[config.mk]
export PLATFORM = sky130hd
export DESIGN_NAME = fetch_sequencer
export DESIGN_NICKNAME = d
export VERILOG_FILES = /design/src/rtl/seq_pkg.sv /design/src/rtl/fetch_sequencer.sv
export SDC_FILE = /design/constraint.sdc
export NUM_CORES = 1
export LEC_CHECK = 0
export CAP_MARGIN = 15
export CORE_AREA = 2 2 69 71
export DETAILED_ROUTE_END_ITERATION = 8
export DIE_AREA = 0 0 71 73
export PLACE_DENSITY_LB_ADDON = 0.08
export SYNTH_ARGS = -nofsm -noshare
export SYNTH_HDL_FRONTEND = slang
export SYNTH_SLANG_ARGS = --single-unit
[constraint.sdc]
create_clock -name CLK -period 2.47 [get_ports CLK]
set_input_delay 0.494 -clock CLK [delete_from_list [all_inputs] [get_ports CLK]]
set_output_delay 0.494 -clock CLK [all_outputs]
set_load 0.1 [all_outputs]
[src/rtl/seq_pkg.sv]
// Shared definitions for the fetch sequencer and the instruction decoder.
//   seq_state_e : sequencer state encoding (2 bits)
//   OP_*        : 3-bit opcode values as produced by the decoder
package seq_pkg;

  typedef enum logic [1:0] {
    StIdle   = 2'b00,
    StRun    = 2'b01,
    StJtgt   = 2'b10,
    StHalted = 2'b11
  } seq_state_e;

  localparam logic [2:0] OP_ADD = 3'b000;
  localparam logic [2:0] OP_SUB = 3'b001;
  localparam logic [2:0] OP_AND = 3'b010;
  localparam logic [2:0] OP_OR  = 3'b011;
  localparam logic [2:0] OP_XOR = 3'b100;
  localparam logic [2:0] OP_LD  = 3'b101;
  localparam logic [2:0] OP_ST  = 3'b110;
  localparam logic [2:0] OP_BNE = 3'b111;

endpackage

[src/rtl/fetch_sequencer.sv]
// Program counter and fetch sequencer for the 9-bit single-cycle core.
// Owns the PC, flags the word after a taken BNE as an absolute jump target,
// sequences idle/run/halt and counts cycles spent executing.
//
// Ports:
//   CLK, Reset_n  : clock (rising edge), asynchronous active-low reset
//   Start         : one-cycle pulse, begins execution at START_ADDR
//   instruction   : word at PC from instruction memory (combinational)
//   opcode, Halt  : decoder outputs for the current word
//   branch_taken  : ALU not-equal result, only meaningful for BNE
//   PC            : instruction memory address
//   read_jump     : current word is a jump target (decoder must not execute it)
//   run           : core enable, gates register-file and data-memory writes
//   Done          : program halted, held until the next Start
//   cycle_count   : saturating count of RUN/JTGT cycles since the last Start
module fetch_sequencer
  import seq_pkg::*;
#(
  parameter int unsigned          PC_W       = 9,
  parameter logic [PC_W-1:0]      START_ADDR = '0,
  parameter int unsigned          CNT_W      = 16
) (
  input  logic             CLK,
  input  logic             Reset_n,
  input  logic             Start,
  input  logic [8:0]       instruction,
  input  logic [2:0]       opcode,
  input  logic             Halt,
  input  logic             branch_taken,
  output logic [PC_W-1:0]  PC,
  output logic             read_jump,
  output logic             run,
  output logic             Done,
  output logic [CNT_W-1:0] cycle_count
);

  seq_state_e       state_q, state_d;
  logic [PC_W-1:0]  pc_q, pc_d;
  logic [CNT_W-1:0] cnt_q, cnt_d;
  logic [CNT_W-1:0] cnt_inc;
  logic [PC_W-1:0]  jump_target;

  // Jump target is the low PC_W bits of the word, zero-extended for wide PCs.
  if (PC_W > 9) begin : g_target_zext
    assign jump_target = {{(PC_W-9){1'b0}}, instruction};
  end else begin : g_target_trunc
    assign jump_target = instruction[PC_W-1:0];
  end

  assign cnt_inc = (&cnt_q) ? cnt_q : cnt_q + CNT_W'(1);

  always_comb begin
    state_d = state_q;
    pc_d    = pc_q;
    cnt_d   = cnt_q;
    unique case (state_q)
      StIdle, StHalted: begin
        if (Start) begin
          state_d = StRun;
          pc_d    = START_ADDR;
          cnt_d   = '0;
        end
      end
      StRun: begin
        cnt_d = cnt_inc;
        if (Halt) begin
          state_d = StHalted;
        end else if (opcode == OP_BNE && branch_taken) begin
          state_d = StJtgt;
          pc_d    = pc_q + PC_W'(1);
        end else if (opcode == OP_BNE) begin
          // Untaken: skip over the target word.
          pc_d    = pc_q + PC_W'(2);
        end else begin
          pc_d    = pc_q + PC_W'(1);
        end
      end
      StJtgt: begin
        cnt_d   = cnt_inc;
        pc_d    = jump_target;
        state_d = StRun;
      end
      default: state_d = StIdle;
    endcase
  end

  always_ff @(posedge CLK or negedge Reset_n) begin
    if (!Reset_n) begin
      state_q <= StIdle;
      pc_q    <= '0;
      cnt_q   <= '0;
    end else begin
      state_q <= state_d;
      pc_q    <= pc_d;
      cnt_q   <= cnt_d;
    end
  end

  // Moore outputs decoded from state so reset clears them without a clock edge.
  assign PC          = pc_q;
  assign cycle_count = cnt_q;
  assign run         = (state_q == StRun) || (state_q == StJtgt);
  assign read_jump   = (state_q == StJtgt);
  assign Done        = (state_q == StHalted);

endmodule

## After elaboration in Yosys (flattened, before gate mapping)

Index checks and enable logic that the tools add are counted.

| cells by class | value |
|---|---|
| add/subtract/negate cells | 3 |
| muxes and demuxes | 12 |
| eq/ne operators | 8 |
| reductions and logical operators | 9 |

Operator list:

| cell | count |
|---|---|
| $mux 9 | 4 |
| $mux 16 | 2 |
| $pmux 16 s2 | 1 |
| $pmux 9 s3 | 1 |
| $add 16x1->16 const B | 1 |
| $reduce_and 16->1 | 1 |
| $add 9x1->9 const B | 1 |
| $add 9x2->9 const B | 1 |
| $mux 2 | 3 |
| $ne 2x2->1 const B | 3 |
| $pmux 2 s3 | 1 |
| $reduce_and 2->1 | 3 |
| $eq 2x2->1 const B | 2 |
| $reduce_or 2->1 | 2 |
| $eq 3x3->1 const B | 1 |
| $ne 3x3->1 const B | 1 |
| $eq 2x1->1 const B | 1 |
| $logic_not 2->1 | 1 |
| $logic_and 1x1->1 | 1 |
| $logic_or 1x1->1 | 1 |

| word-level totals | value |
|---|---|
| output and inout port bits | 28 |
| register bits after elaboration | 27 |
| word-level logic and storage cells | 35 |
| bits of input ports | 17 |

## Longest topological paths before layout

| depth | value |
|---|---|
| word-level depth | 5 |
| mapped depth | 7 |
| depth with buffers taken out | 6 |

## Worst setup path after synthesis

No wires, ideal clock.

| timing | value |
|---|---|
| path type | register to register |
| start point | reg cnt_q[0] (netlist: cycle_count[0]) |
| end point | reg cnt_q[12] (netlist: cycle_count[12]) |
| data required time | 2.310 ns |
| cell stages (with the launch flop) | 6 |
| period minus slack after synthesis | 2.329 ns |
| path slack | 0.141 ns |
| arrival | 2.169 ns |
| buffers on the path | 0 |
| path through | dfrtp_1 ha_1 nand2_1 or3_4 o311ai_0 o21ai_1 |

| between the ends | value |
|---|---|
| cells in the longest elaborated chain, start to end | 3 |
| elaborated cells between the ends (all ways) | 6 |
| those cells by class | 1 x add/sub; 1 x eq/ne; 2 x mux; 2 x reduce/logical |

Ends and longest elaborated chain:

| item | line | source |
|---|---|---|
| start, declared | fetch_sequencer.sv:39 | `logic [CNT_W-1:0] cnt_q, cnt_d;` |
| start signal, assigned | fetch_sequencer.sv:95 | `cnt_q <= cnt_d;` |
| $add 16x1->16 / $reduce_and 16->1 (equally long branches) | fetch_sequencer.sv:50 | `assign cnt_inc = (&cnt_q) ? cnt_q : cnt_q + CNT_W'(1);` |
| $mux 16 / $ne 2x2->1 (equally long branches) | - |  |
| $pmux 16 s2 / $reduce_and 2->1 (equally long branches) | - |  |

Parallel ways exist; a longest one is shown, timed or not. The select of a mux whose other input is x is not followed.
A chain may end at the register's enable or synchronous reset.

## Worst setup path after layout

| timing | value |
|---|---|
| start point | reg state_q[0] |
| end point | out run |

| between the ends | value |
|---|---|
| cells in the longest elaborated chain, start to end | 2 |
| elaborated cells between the ends (all ways) | 3 |
| those cells by class | 2 x eq/ne; 1 x reduce/logical |

Ends and longest elaborated chain:

| item | line | source |
|---|---|---|
| start, declared | fetch_sequencer.sv:37 | `seq_state_e state_q, state_d;` |
| start signal, assigned | fetch_sequencer.sv:89 | `state_q <= StIdle;` |
| start signal, assigned | fetch_sequencer.sv:93 | `state_q <= state_d;` |
| $eq 2x1->1 / $eq 2x2->1 (equally long branches) | fetch_sequencer.sv:102 | `assign run = (state_q == StRun) \|\| (state_q == StJtgt);` |
| $logic_or 1x1->1 (*) | fetch_sequencer.sv:102 |  |
| end, declared | fetch_sequencer.sv:32 | `output logic run,` |

Mark *: on every way between the ends. The rest lies on a longest branch, timed or not.

==> out/results.tsv <==
metric	value	unit
dr.pass1.iters	4	
grt_max_degree	28	
final.period_utilization	0.955	
grt_pass1_vias	1578	
p_sw	1.26	mW
synthFlopType	dfrtp_1	
finalSetupViolations	0	
critPathLaunch	state_q[0]	
hold_viol	0	
comb_power_share	0.600	
maxCapViolCount	0	
synthArstFlopShare	1.00	
fp-row-count	25	
rsz0062_at_grt	no	
met3_usage	0.0180	
avgSynthCellArea	9.01	um^2
initial_utilization	0.405	
diodes	0	
coreArea	4540	um^2
drive_gt1_frac	0.199	
final_max_slew_viol_count	0	
synth_area	1840	um^2
netlist.area_leader.share	0.368	
yosys.area.top_type	dfrtp_1	
final_antenna_net_count	0	
r2r-start	state_q[0]	
wl_per_cell	14.7	um
synthTopCellsByCount	27 x dfrtp_1, 26 x nand2_1, 12 x inv_1, 11 x a21oi_1, 9 x o21ai_0	
ff2ff_setup_slack	0.33	ns
switching_share	0.555	
h-tree-depth	1	
synth_area_leaders	dfrtp_1 37%, nand2_1 5.3%, ha_1 4.1%, mux2i_1 3.8%, a21oi_1 3.0%	
leakagePower	1.02	nW
clockPowerShare	0.119	
die_x	71	um
hold_start	cycle_count[12]	
worstSetupPathType	reg2out	
cts_setup_buffers	0	
power_density	955	nW/um^2
fp.dieArea	5180	um^2
area_growth_syn_to_layout	29.2	%
relSlewSlack	0.514	
ys_types	57	
worstPathMaxFanout	13	
cp-end-kind	output port	
fin_worst_skew	0.00191	ns
critPathArrivalTime	1.86	ns
numCtsBuffers	3	
fin_nets	280	
totalWireLength	4.55	mm
path_clk_slew	0.10	ns
ctsResizeCount	0	
worst_pin_slew	0.724	ns
pwr-share-seq	0.281	
grtUsageMet1	0.282	
cts_tree	yes	
yosysMostFrequentCell	dfrtp_1	
whs_path_depth	1	
busiest_layer	met1	
start_kind	flip-flop	
overflow	0	
drc	0	
finalPower	2.27	mW
worstHoldPathType	reg2reg	
routed-via-count	1726	
port_buffers	44	
post-dp-hpwl	3.32	mm
drt_iter0_drc	83	
io_pins	45	
utilization	0.524	
root_buffer	clkbuf_8	
gr-usage-met2	0.266	
gp_congestion	0.756	
synth_fp_nets	227	
synth_seq_cells	27	
dieHeight	73	um
outcome	complete, no violations	
ys_seq_area_frac	0.368	
ir_drop	0.855	mV
syn_inst	204	
holdPathEnd	cycle_count[12]	
grt_pass1_wl	7.60	mm
fmax	424	MHz
cts_sinks	27	
yosys_warnings	0	
finalCriticalPeriod	2.36	ns
reg2regPathDepth	6	
intPower	1.01	mW
required	1.98	ns
grt.total_usage	0.183	
antenna_found_initial	0	
via_per_inst	5.57	
fin_tns_setup	0	ns
timing.rr.end	cycle_count[9]	
nFillCells	420	
synth_edf_count	0	
cts_hold_buffers	0	
cts.path.max_buffers	2	
clkLatencyLatePin	0.28	ns
-- critical path, cell delays in order (launching register included) --
cell and delay [ns]:
dfrtp_1 0.40, inv_1 0.06, ha_1 0.53, clkinv_1 0.33
buf_12 0.25
-- layout make-up --
class	instances	area [um^2]	area share
Inverter	13	48.8	0.0205
Clock buffer	3	41.3	0.0174
Tap cell	54	67.6	0.0285
Multi-Input combinational cell	158	1080	0.454
Timing Repair Buffer	54	458	0.193
Clock inverter	1	5.00	0.00211
Sequential cell	27	676	0.285
-- kinds of logic (layout without fill, tap and decap cells) --
kind of cell / Yosys count / after routing / synth area share
flops: 27 / 27 / 0.368
buf+inv: 19 / 71 / 0.0456
mux: 10 / 10 / 0.0565
compound gates: 57 / 57 / 0.211
xor+xnor: 2 / 2 / 0.00953
fa+ha+maj: 6 / 6 / 0.0408
simple gates: 83 / 83 / 0.269
-- cell usage in the layout (no fill, tap or decap), types with 2 or more instances in the layout --
cell	n
nand2b_1	6
nor4_1	2
a21oi_1	11
nand4_1	5
nand2_1	26
mux2i_1	7
a211oi_1	5
o211ai_1	3
or3b_1	2
nor2_1	7
ha_1	6
nand3b_1	3
a31oi_1	4
dfrtp_1	27
and3_1	3
o21ai_0	9
clkbuf_8	3
and2_1	2
nand3_1	8
nor3_1	4
a21boi_0	2
inv_1	12
mux2_2	3
o41ai_1	2
o21ai_1	3
or3_1	2
a22oi_1	3
buf_4	37
xnor2_1	2
clkdlybuf4s50_1	16
nand4b_1	2
nor3b_1	2
-- metal layers --
layer / part of all wire / routed length (um)
met5: 0 / 0
met3: 0.038 / 172
met2: 0.43 / 1970
met4: 0.010 / 46
met1: 0.52 / 2360
-- through the flow --
step / worst slack [ns] / instance area [um^2] / hold WS [ns] / std cells
floorplan: 0.141 / 1840 / 0.198 / 204
global placement: 0.287 / 2330 / 0.547 / 306
finish: 0.111 / 2370 / 0.552 / 310
global route: 0.00283 / 2370 / 0.583 / 310
CTS: 0.127 / 2370 / 0.554 / 310
detailed placement: 0.273 / 2330 / 0.539 / 306
-- power by group through the flow --
stage	Sequential, mW	Clock [mW]	Combinational, mW
global route	0.654	0.293	1.46
finish	0.637	0.271	1.36
floorplan	1.07	0	0.579
detailed placement	0.644	0	1.36
CTS	0.635	0.283	1.36
global placement	0.645	0	1.36
-- flip-flops by register name, summed over array words and instances (netlist names) --
register	flops
cycle_count	16
state_q	2
PC	9
-- worst max path at each step --
stage | cells past startpoint | end | slack, ns
after CTS | 4 | run | 0.13
after global routing | 4 | run | 0.003
after detailed placement | 5 | PC[4] | 0.27
after global placement | 5 | PC[4] | 0.29
final | 4 | run | 0.11
after floorplan | 5 | cycle_count[12] | 0.14
(Power assumes the default switching activity.)
